**src/rtl/wb_gpio_pkg.sv**
```systemverilog
// Shared register map, counter width and helpers for the Wishbone GPIO block.
package wb_gpio_pkg;

   localparam int unsigned CYCLE_W = 32;

   localparam logic [31:0] OFF_DATA  = 32'h00;
   localparam logic [31:0] OFF_DIR   = 32'h04;
   localparam logic [31:0] OFF_CYCLE = 32'h08;
   localparam logic [31:0] OFF_IEN   = 32'h0C;
   localparam logic [31:0] OFF_STAT  = 32'h10;
   localparam logic [31:0] OFF_POL   = 32'h14;

   // DONE sits at the top word of the decoded window: all ones with [1:0] cleared.
   function automatic logic [31:0] doneOffset(input int unsigned msk);
      logic [31:0] ones;
      ones = (msk >= 32) ? 32'hFFFF_FFFF : ((32'h1 << msk) - 32'h1);
      return ones & ~32'h3;
   endfunction

   function automatic logic [31:0] laneMask(input logic [3:0] sel);
      logic [31:0] m;
      for (int b = 0; b < 4; b++) begin
         m[8*b +: 8] = {8{sel[b]}};
      end
      return m;
   endfunction

endpackage

```
**src/rtl/gpio_sync_edge.sv**
```systemverilog
// Per-bit input synchroniser with previous-sample and polarity edge detect.
// Edge detection is only built when WB_GPIO_IRQ_EN is defined.
module gpio_sync_edge
   import wb_gpio_pkg::*;
#(
   parameter int GW   = 8,
   parameter int SYNC = 2
) (
   input  logic          clk,
   input  logic          rst_n,
   input  logic [GW-1:0] gpio_i,
`ifdef WB_GPIO_IRQ_EN
   input  logic [GW-1:0] pol_i,
   output logic [GW-1:0] edge_o,
`endif
   output logic [GW-1:0] sync_o
);

   logic [SYNC-1:0][GW-1:0] sync_q;

   always_ff @(posedge clk or negedge rst_n) begin
      if (!rst_n) begin
         sync_q <= '0;
      end else begin
         sync_q <= {sync_q[SYNC-2:0], gpio_i};
      end
   end

   assign sync_o = sync_q[SYNC-1];

`ifdef WB_GPIO_IRQ_EN
   logic [GW-1:0] prev_q;
   logic [2:0]    armCnt_q;
   logic          armed;

   // The chain refills from zero after reset; hold off until it and prev_q have settled.
   assign armed = (armCnt_q == 3'(SYNC + 1));

   always_ff @(posedge clk or negedge rst_n) begin
      if (!rst_n) begin
         prev_q   <= '0;
         armCnt_q <= '0;
      end else begin
         prev_q <= sync_o;
         if (!armed) begin
            armCnt_q <= armCnt_q + 3'd1;
         end
      end
   end

   assign edge_o = armed ? ((~pol_i & sync_o & ~prev_q) | (pol_i & ~sync_o & prev_q)) : '0;
`endif

endmodule

```
**src/rtl/wb_gpio_irq.sv**
```systemverilog
// Wishbone GPIO with cycle counter and optional edge interrupts.
// Define WB_GPIO_IRQ_EN to build the IEN/STAT/POL registers and irq.
module wb_gpio_irq
   import wb_gpio_pkg::*;
#(
   parameter int MSK  = 24,
   parameter int GW   = 8,
   parameter int AW   = 32,
   parameter int DW   = 32,
   parameter int SYNC = 2
) (
   input  logic            clk,
   input  logic            rst_n,
   input  logic [GW-1:0]   gpio_i,
   output logic [GW-1:0]   gpio_o,
   output logic [GW-1:0]   gpio_oe,
   output logic            irq,
   output logic            done,
   input  logic [AW-1:0]   i_wb_adr,
   input  logic [DW/8-1:0] i_wb_sel,
   input  logic            i_wb_we,
   input  logic [DW-1:0]   i_wb_dat,
   output logic [DW-1:0]   o_wb_dat,
   input  logic            i_wb_cyc,
   input  logic            i_wb_stb,
   output logic            o_wb_ack,
   output logic            o_wb_err
);

   localparam logic [MSK-1:0] DONE_OFF = MSK'(doneOffset(MSK));

   logic [GW-1:0]      data_q, data_d;
   logic [GW-1:0]      dir_q, dir_d;
   logic [CYCLE_W-1:0] cycle_q, cycle_d;
   logic               ack_q, ack_d;
   logic               err_q, err_d;
   logic               done_q, done_d;
   logic [DW-1:0]      dat_q, dat_d;

   logic [MSK-1:0] offset;
   logic           req, hit, wrReq;
   logic           isData, isDir, isCycle, isIen, isStat, isPol, isDone;
   logic [GW-1:0]  wrMask, wrData, syncIn;
   logic [DW-1:0]  rdData;
   logic           unusedBits;

   assign offset  = i_wb_adr[MSK-1:0];
   assign req     = i_wb_cyc & i_wb_stb & ~ack_q & ~err_q;
   assign isData  = (offset == MSK'(OFF_DATA));
   assign isDir   = (offset == MSK'(OFF_DIR));
   assign isCycle = (offset == MSK'(OFF_CYCLE));
   assign isIen   = (offset == MSK'(OFF_IEN));
   assign isStat  = (offset == MSK'(OFF_STAT));
   assign isPol   = (offset == MSK'(OFF_POL));
   assign isDone  = (offset == DONE_OFF);
   assign hit     = isData | isDir | isCycle | isIen | isStat | isPol | isDone;
   assign wrReq   = req & i_wb_we & hit;
   assign wrMask  = GW'(laneMask(i_wb_sel));
   assign wrData  = i_wb_dat[GW-1:0];

   // Address bits above the window and data bits above GW are ignored by design.
   assign unusedBits = ^{i_wb_adr, i_wb_dat};

`ifdef WB_GPIO_IRQ_EN
   logic [GW-1:0] ien_q, ien_d;
   logic [GW-1:0] stat_q, stat_d;
   logic [GW-1:0] pol_q, pol_d;
   logic [GW-1:0] edges, statClr;

   gpio_sync_edge #(.GW(GW), .SYNC(SYNC)) uSyncEdge (
      .clk    (clk),
      .rst_n  (rst_n),
      .gpio_i (gpio_i),
      .pol_i  (pol_q),
      .edge_o (edges),
      .sync_o (syncIn)
   );

   assign statClr = (wrReq && isStat) ? (wrData & wrMask) : '0;

   // A fresh edge wins over a simultaneous write-one-to-clear.
   always_comb begin
      ien_d  = ien_q;
      pol_d  = pol_q;
      stat_d = (stat_q & ~statClr) | edges;
      if (wrReq && isIen) ien_d = (ien_q & ~wrMask) | (wrData & wrMask);
      if (wrReq && isPol) pol_d = (pol_q & ~wrMask) | (wrData & wrMask);
   end

   always_ff @(posedge clk or negedge rst_n) begin
      if (!rst_n) begin
         ien_q  <= '0;
         stat_q <= '0;
         pol_q  <= '0;
      end else begin
         ien_q  <= ien_d;
         stat_q <= stat_d;
         pol_q  <= pol_d;
      end
   end

   assign irq = |(stat_q & ien_q);
`else
   gpio_sync_edge #(.GW(GW), .SYNC(SYNC)) uSyncEdge (
      .clk    (clk),
      .rst_n  (rst_n),
      .gpio_i (gpio_i),
      .sync_o (syncIn)
   );

   assign irq = 1'b0;
`endif

   // CYCLE is the one register read back at full width.
   always_comb begin
      rdData = '0;
      if (isData)       rdData = DW'(syncIn);
      else if (isDir)   rdData = DW'(dir_q);
      else if (isCycle) rdData = DW'(cycle_q);
`ifdef WB_GPIO_IRQ_EN
      else if (isIen)   rdData = DW'(ien_q);
      else if (isStat)  rdData = DW'(stat_q);
      else if (isPol)   rdData = DW'(pol_q);
`endif
   end

   always_comb begin
      data_d  = data_q;
      dir_d   = dir_q;
      cycle_d = cycle_q + 1'b1;
      ack_d   = req & hit;
      err_d   = req & ~hit;
      done_d  = wrReq & isDone;
      dat_d   = '0;
      if (wrReq && isData) data_d = (data_q & ~wrMask) | (wrData & wrMask);
      if (wrReq && isDir)  dir_d  = (dir_q & ~wrMask) | (wrData & wrMask);
      if (req && hit && !i_wb_we) dat_d = rdData;
   end

   always_ff @(posedge clk or negedge rst_n) begin
      if (!rst_n) begin
         data_q  <= '0;
         dir_q   <= '0;
         cycle_q <= '0;
         ack_q   <= 1'b0;
         err_q   <= 1'b0;
         done_q  <= 1'b0;
         dat_q   <= '0;
      end else begin
         data_q  <= data_d;
         dir_q   <= dir_d;
         cycle_q <= cycle_d;
         ack_q   <= ack_d;
         err_q   <= err_d;
         done_q  <= done_d;
         dat_q   <= dat_d;
      end
   end

   assign gpio_o   = data_q;
   assign gpio_oe  = dir_q;
   assign done     = done_q;
   assign o_wb_ack = ack_q;
   assign o_wb_err = err_q;
   assign o_wb_dat = dat_q;

endmodule
```
**config.mk**
```make
export PLATFORM = sky130hd
export DESIGN_NAME = wb_gpio_irq
export DESIGN_NICKNAME = d
export VERILOG_FILES = /design/src/rtl/wb_gpio_pkg.sv /design/src/rtl/gpio_sync_edge.sv /design/src/rtl/wb_gpio_irq.sv
export SDC_FILE = /design/constraint.sdc
export NUM_CORES = 1
export LEC_CHECK = 0
export ABC_AREA = 1
export CAP_MARGIN = 0
export CORE_UTILIZATION = 47
export DETAILED_ROUTE_END_ITERATION = 7
export PLACE_DENSITY = 0.79
export SETUP_SLACK_MARGIN = 0.3
export SLEW_MARGIN = 0
export SYNTH_ARGS = -nofsm -noshare
export SYNTH_HDL_FRONTEND = slang
export SYNTH_SLANG_ARGS = --single-unit
```
**constraint.sdc**
```tcl
create_clock -name clk -period 2.17 [get_ports clk]
set_input_delay 0.434 -clock clk [delete_from_list [all_inputs] [get_ports clk]]
set_output_delay 0.434 -clock clk [all_outputs]
set_load 0.03 [all_outputs]
```
Word level (Yosys, flattened, before mapping) --
Index checks and enable logic that the tools add are counted.
Cells by class: multiplexer cells 4, $add $sub $neg 1, eq/ne operators 6, bitwise gates (word level) 23, reductions and logical operators 6
Operators with widths (number):
- $mux W32 | 4
- $eq A24 B4 Y1 const B | 2
- $eq A24 B5 Y1 const B | 2
- $add A32 B1 Y32 const B | 1
- $and A8 B8 Y8 | 3
- $eq A24 B24 Y1 const B | 1
- $eq A24 B3 Y1 const B | 1
- $logic_not A24 Y1 | 1
- $or A8 B8 Y8 | 2
- $and A1 B1 Y1 | 8
- $not A8 Y8 | 1
- $or A1 B1 Y1 | 6
- $logic_and A1 B1 Y1 | 4
- $not A1 Y1 | 3
- $logic_not A1 Y1 | 1
Storage, ports and cells: logic and storage cells 49, register bits after elaboration 99

Depth between registers and ports, before layout --
depth in word-level cells 10, mapped depth 12

By module --
A second synthesis with hierarchy kept.
Unflattened totals: cells, all modules 447, area total of the unflattened synthesis 4310.4 µm²
Modules (own cells, without submodules):
- wb_gpio_irq | times used 1, area an instance 3849.9 µm², cells each 423
- gpio_sync_edge | times used 1, area an instance 460.4 µm², cells each 24

Least setup slack after synthesis --
Ideal clock, no wire load.
path type input-to-reg, from input port i_wb_adr[10], to register with a tool-made name, cell stages on the path 9, arrival time 1.486 ns, path buffers 1, setup slack 0.567 ns, cell sequence nor2_1 > nand2_1 > nor2_4 > nand4_1 > buf_6 > nor3_4 > nand2_4 > nand2_1 > nand2_1
RTL lines:
- start, declared | line wb_gpio_irq.sv:19 | input logic [AW-1:0] i_wb_adr,

Final worst setup path --
from input port i_wb_adr[6], to register dat_q[6], in the netlist o_wb_dat[6]
On the way: longest elaborated chain between the ends 10, elaborated cells between the ends (all ways) 19, classes of those cells eq/ne: 6; mux: 4; bitwise: 6; reduce/logical: 3
RTL lines:
- $eq A24 B3 Y1 / $logic_not A24 Y1 (equally long branches) | line wb_gpio_irq.sv:50, wb_gpio_irq.sv:49
- $or A1 B1 Y1 (6 in series) | line wb_gpio_irq.sv:56 | assign hit = isData | isDir | isCycle | isIen | isStat | isPol | isDone;
- $logic_and A1 B1 Y1 (2 in series) | line wb_gpio_irq.sv:137 | if (req && hit && !i_wb_we) dat_d = rdData;
- $mux W32 * | line wb_gpio_irq.sv:137
- net dat_d[6] | line wb_gpio_irq.sv:38 | logic [DW-1:0] dat_q, dat_d;
- end signal, assigned | line wb_gpio_irq.sv:156 | dat_q <= dat_d;
- end, declared | line wb_gpio_irq.sv:38
The timed path passes the listed nets; every way through them passes the cells marked *. A chain may end at the register's enable or synchronous reset.

==> impl_metrics.json <==
{
  "outcome": "completed",
  "crit_type": "in2reg",
  "power_density_nw_per_um2": 551,
  "synth_compound_area_frac": 0.00703,
  "grt_pass1_vias": 3249,
  "dr.pass1.iters": 4,
  "wl_met2_mm": 4.64,
  "port_buffers": 96,
  "ys_top_cells_by_count": "111 x nand2_1, 99 x dfrtp_1, 61 x nor2_1, 28 x inv_1, 28 x nand3_1",
  "relSlewSlack": 0.573,
  "hp-class": "reg2reg",
  "dp_slack_ps": -116,
  "die_w_um": 97.3,
  "rsz0062_at_grt": "no",
  "clock_latency_ps": 370,
  "design_area_um2": 5730,
  "h-tree-depth": 3,
  "die_h_um": 97.3,
  "setup_viol": 0,
  "wl_met1_mm": 4.11,
  "syn_nets": 525,
  "totalWireLength_mm": 9.43,
  "yosysTopAreaCellShare": 0.580,
  "synth.area.mux_share": 0.0188,
  "fin_ws_ps": 348,
  "critPathArrivalTime_ps": 2080,
  "cts.sinks": 99,
  "ir_drop_mv": 0.350,
  "grt_overflow_total": 0,
  "skew_ps": 14.6,
  "diodes": 0,
  "synth.distinct_cells": 32,
  "area_delta_synth_final_pct": 34.1,
  "final_nets": 637,
  "wl_met3_um": 484,
  "cp-end-kind": "flip-flop",
  "cts_tree": "yes",
  "p_seq_frac": 0.591,
  "core-area_um2": 8760,
  "p_int_uw": 2390,
  "antenna_found_initial": 0,
  "fin_crit_sh": 0.840,
  "dp_hpwl_mm": 6.75,
  "via_count": 3349,
  "initialDrtViolationCount": 190,
  "maxUsedRoutingLayer": "met4",
  "avgSynthCellArea_um2": 9.64,
  "synth-edff-count": 0,
  "root_buffer": "clkbuf_8",
  "netlist_instances": 443,
  "hold_viol": 0,
  "gp_congestion": 0.892,
  "dpl_cell_area_um2": 5400,
  "synth_seq_area_share": 0.580,
  "fin_hold_ws_ps": 357,
  "worst_slew_pin_slew_ps": 639,
  "dieArea_um2": 9470,
  "drc": 0,
  "synth_area_leaders": "dfrtp_1 58%, nand2_1 9.8%, nor2_1 5.4%, xor2_1 3.9%, nand3_1 3.3%",
  "rows": 34,
  "required_ps": 2430,
  "worstSetupStartpointType": "primary input",
  "start_util": 0.487,
  "routedWlPerCell_um": 14.1,
  "grt_pass1_wl_mm": 15.3,
  "grt_usage": 0.204,
  "cap_violations": 0,
  "synth_top_family_by_area": "simple AND/OR/NAND/NOR gates",
  "synth_xor_area_frac": 0.0574,
  "synth.most_common_cell": "nand2_1",
  "ant_nets": 0,
  "viasPerCell": 5.01,
  "slew_viol_final": 0,
  "switching_share": 0.242,
  "cts_max_path_buffers": 2,
  "clkSlewWorstSetupHoldPaths_ps": 100,
  "crit_fanout": 16,
  "synth-simple-area-share": 0.288,
  "yosysWarnings": 0,
  "ys_async_sr_fraction": 1.00,
  "combinationalPowerShare": 0.057,
  "drive_gt1_frac": 0.118,
  "synth-main-ff-cell": "dfrtp_1",
  "final_period_minus_worst_setup_slack_ps": 1820,
  "num_io_pins": 133,
  "synth_top_cell_by_area": "dfrtp_1",
  "numCtsBuffers": 9,
  "power_switching_uw": 762,
  "grt_max_degree": 49,
  "yosys_register_bits": 99,
  "synthAdderAreaFrac": 0.00293,
  "p_leak_uw": 0.00289,
  "synth.cell_area_um2": 4270,
  "max_freq_mhz": 549,
  "clockPowerShare": 0.351
}
-- through the flow --
step / total power (µW) / util / TNS (ps) / instances
finish: 3150 / 0.653 / 0 / 668
floorplan: 1930 / - / 0 / 443
CTS: 3180 / 0.637 / 0 / 665
global placement: 2070 / 0.617 / -12.1 / 648
detailed placement: 2080 / 0.617 / -1210 / 648
global route: 3270 / 0.653 / 0 / 668
-- layout make-up --
type	instances	area, µm²
Timing Repair Buffer	108	1120
Clock inverter	6	57.6
Sequential cell	99	2480
Fill cell	654	3040
Clock buffer	10	128
Multi-Input combinational cell	306	1680
Tap cell	108	135
Inverter	31	121
-- cell usage in the layout, fill, tap and decap left out, types with 9 or more instances in the layout --
cell type	n
nor2_2	13
buf_4	9
nand4_1	17
dlymetal6s2s_1	19
inv_1	27
dlygate4sd2_1	9
nand3_1	27
xor2_1	19
nor2_1	59
xnor2_1	9
dfrtp_1	99
clkbuf_8	9
nand2_1	110
clkdlybuf4s50_1	67
-- cells by family (layout without fill, tap and decap cells) --
family | after synthesis | after routing
simple gates | 260 | 262
mux | 8 | 8
other cells | 1 | 1
buf+inv | 40 | 155
fa+ha+maj | 1 | 1
xor+xnor | 28 | 28
compound gates | 6 | 6
flops | 99 | 99
-- repair_timing --
| action | in CTS | in global routing |
|---|---|---|
| buffers inserted | 0 | 1 |
| pin swaps | 1 | 12 |
| hold endpoints to repair | 25 | 0 |
| hold buffers | 1 | 0 |
| endpoints found under the setup margin | 12 | 53 |
| resized for setup | 9 | 32 |
| gates cloned | 0 | 2 |
-- critical path, cell delays in order --
cell and delay (ps):
clkdlybuf4s50_1 520, inv_2 40, nand2_1 110, nor2_4 70
nand2_1 50, nand2_1 40, o21ai_1 160, nand3_2 170
nand2_2 130, clkinv_4 130, nand2_8 160, nor2_2 60
-- power groups by stage --
stage	logic, µW	clock network [µW]	registers, µW
3_5_place_dp	177	0	1900
3_3_place_gp	171	0	1900
5_1_grt	199	1210	1870
2_1_floorplan	32.5	0	1900
4_1_cts	179	1140	1860
6_report	180	1110	1860
-- worst paths after layout --
check	start	slack, ps	cells past startpoint	to
min reg2reg	uSyncEdge.sync_q[3]$_DFF_PN0_	360	0	uSyncEdge.sync_o[3]$_DFF_PN0_
min in group asynchronous	rst_n	490	2	o_wb_dat[30]$_DFF_PN0_
min	uSyncEdge.sync_q[3]$_DFF_PN0_	360	0	uSyncEdge.sync_o[3]$_DFF_PN0_
max reg2reg	cycle_q[0]$_DFF_PN0_	380	5	cycle_q[28]$_DFF_PN0_
max	i_wb_adr[6]	350	12	o_wb_dat[6]$_DFF_PN0_
max in group asynchronous	rst_n	1020	3	cycle_q[7]$_DFF_PN0_
-- routing by layer --
layer	track usage	vias to the layer above
met5	0	-
met4	0.0781	0
met3	0.0424	23
met2	0.333	99
met1	0.269	1594
li1	-	1633
Note: power is estimated with default switching activity, not from simulation.
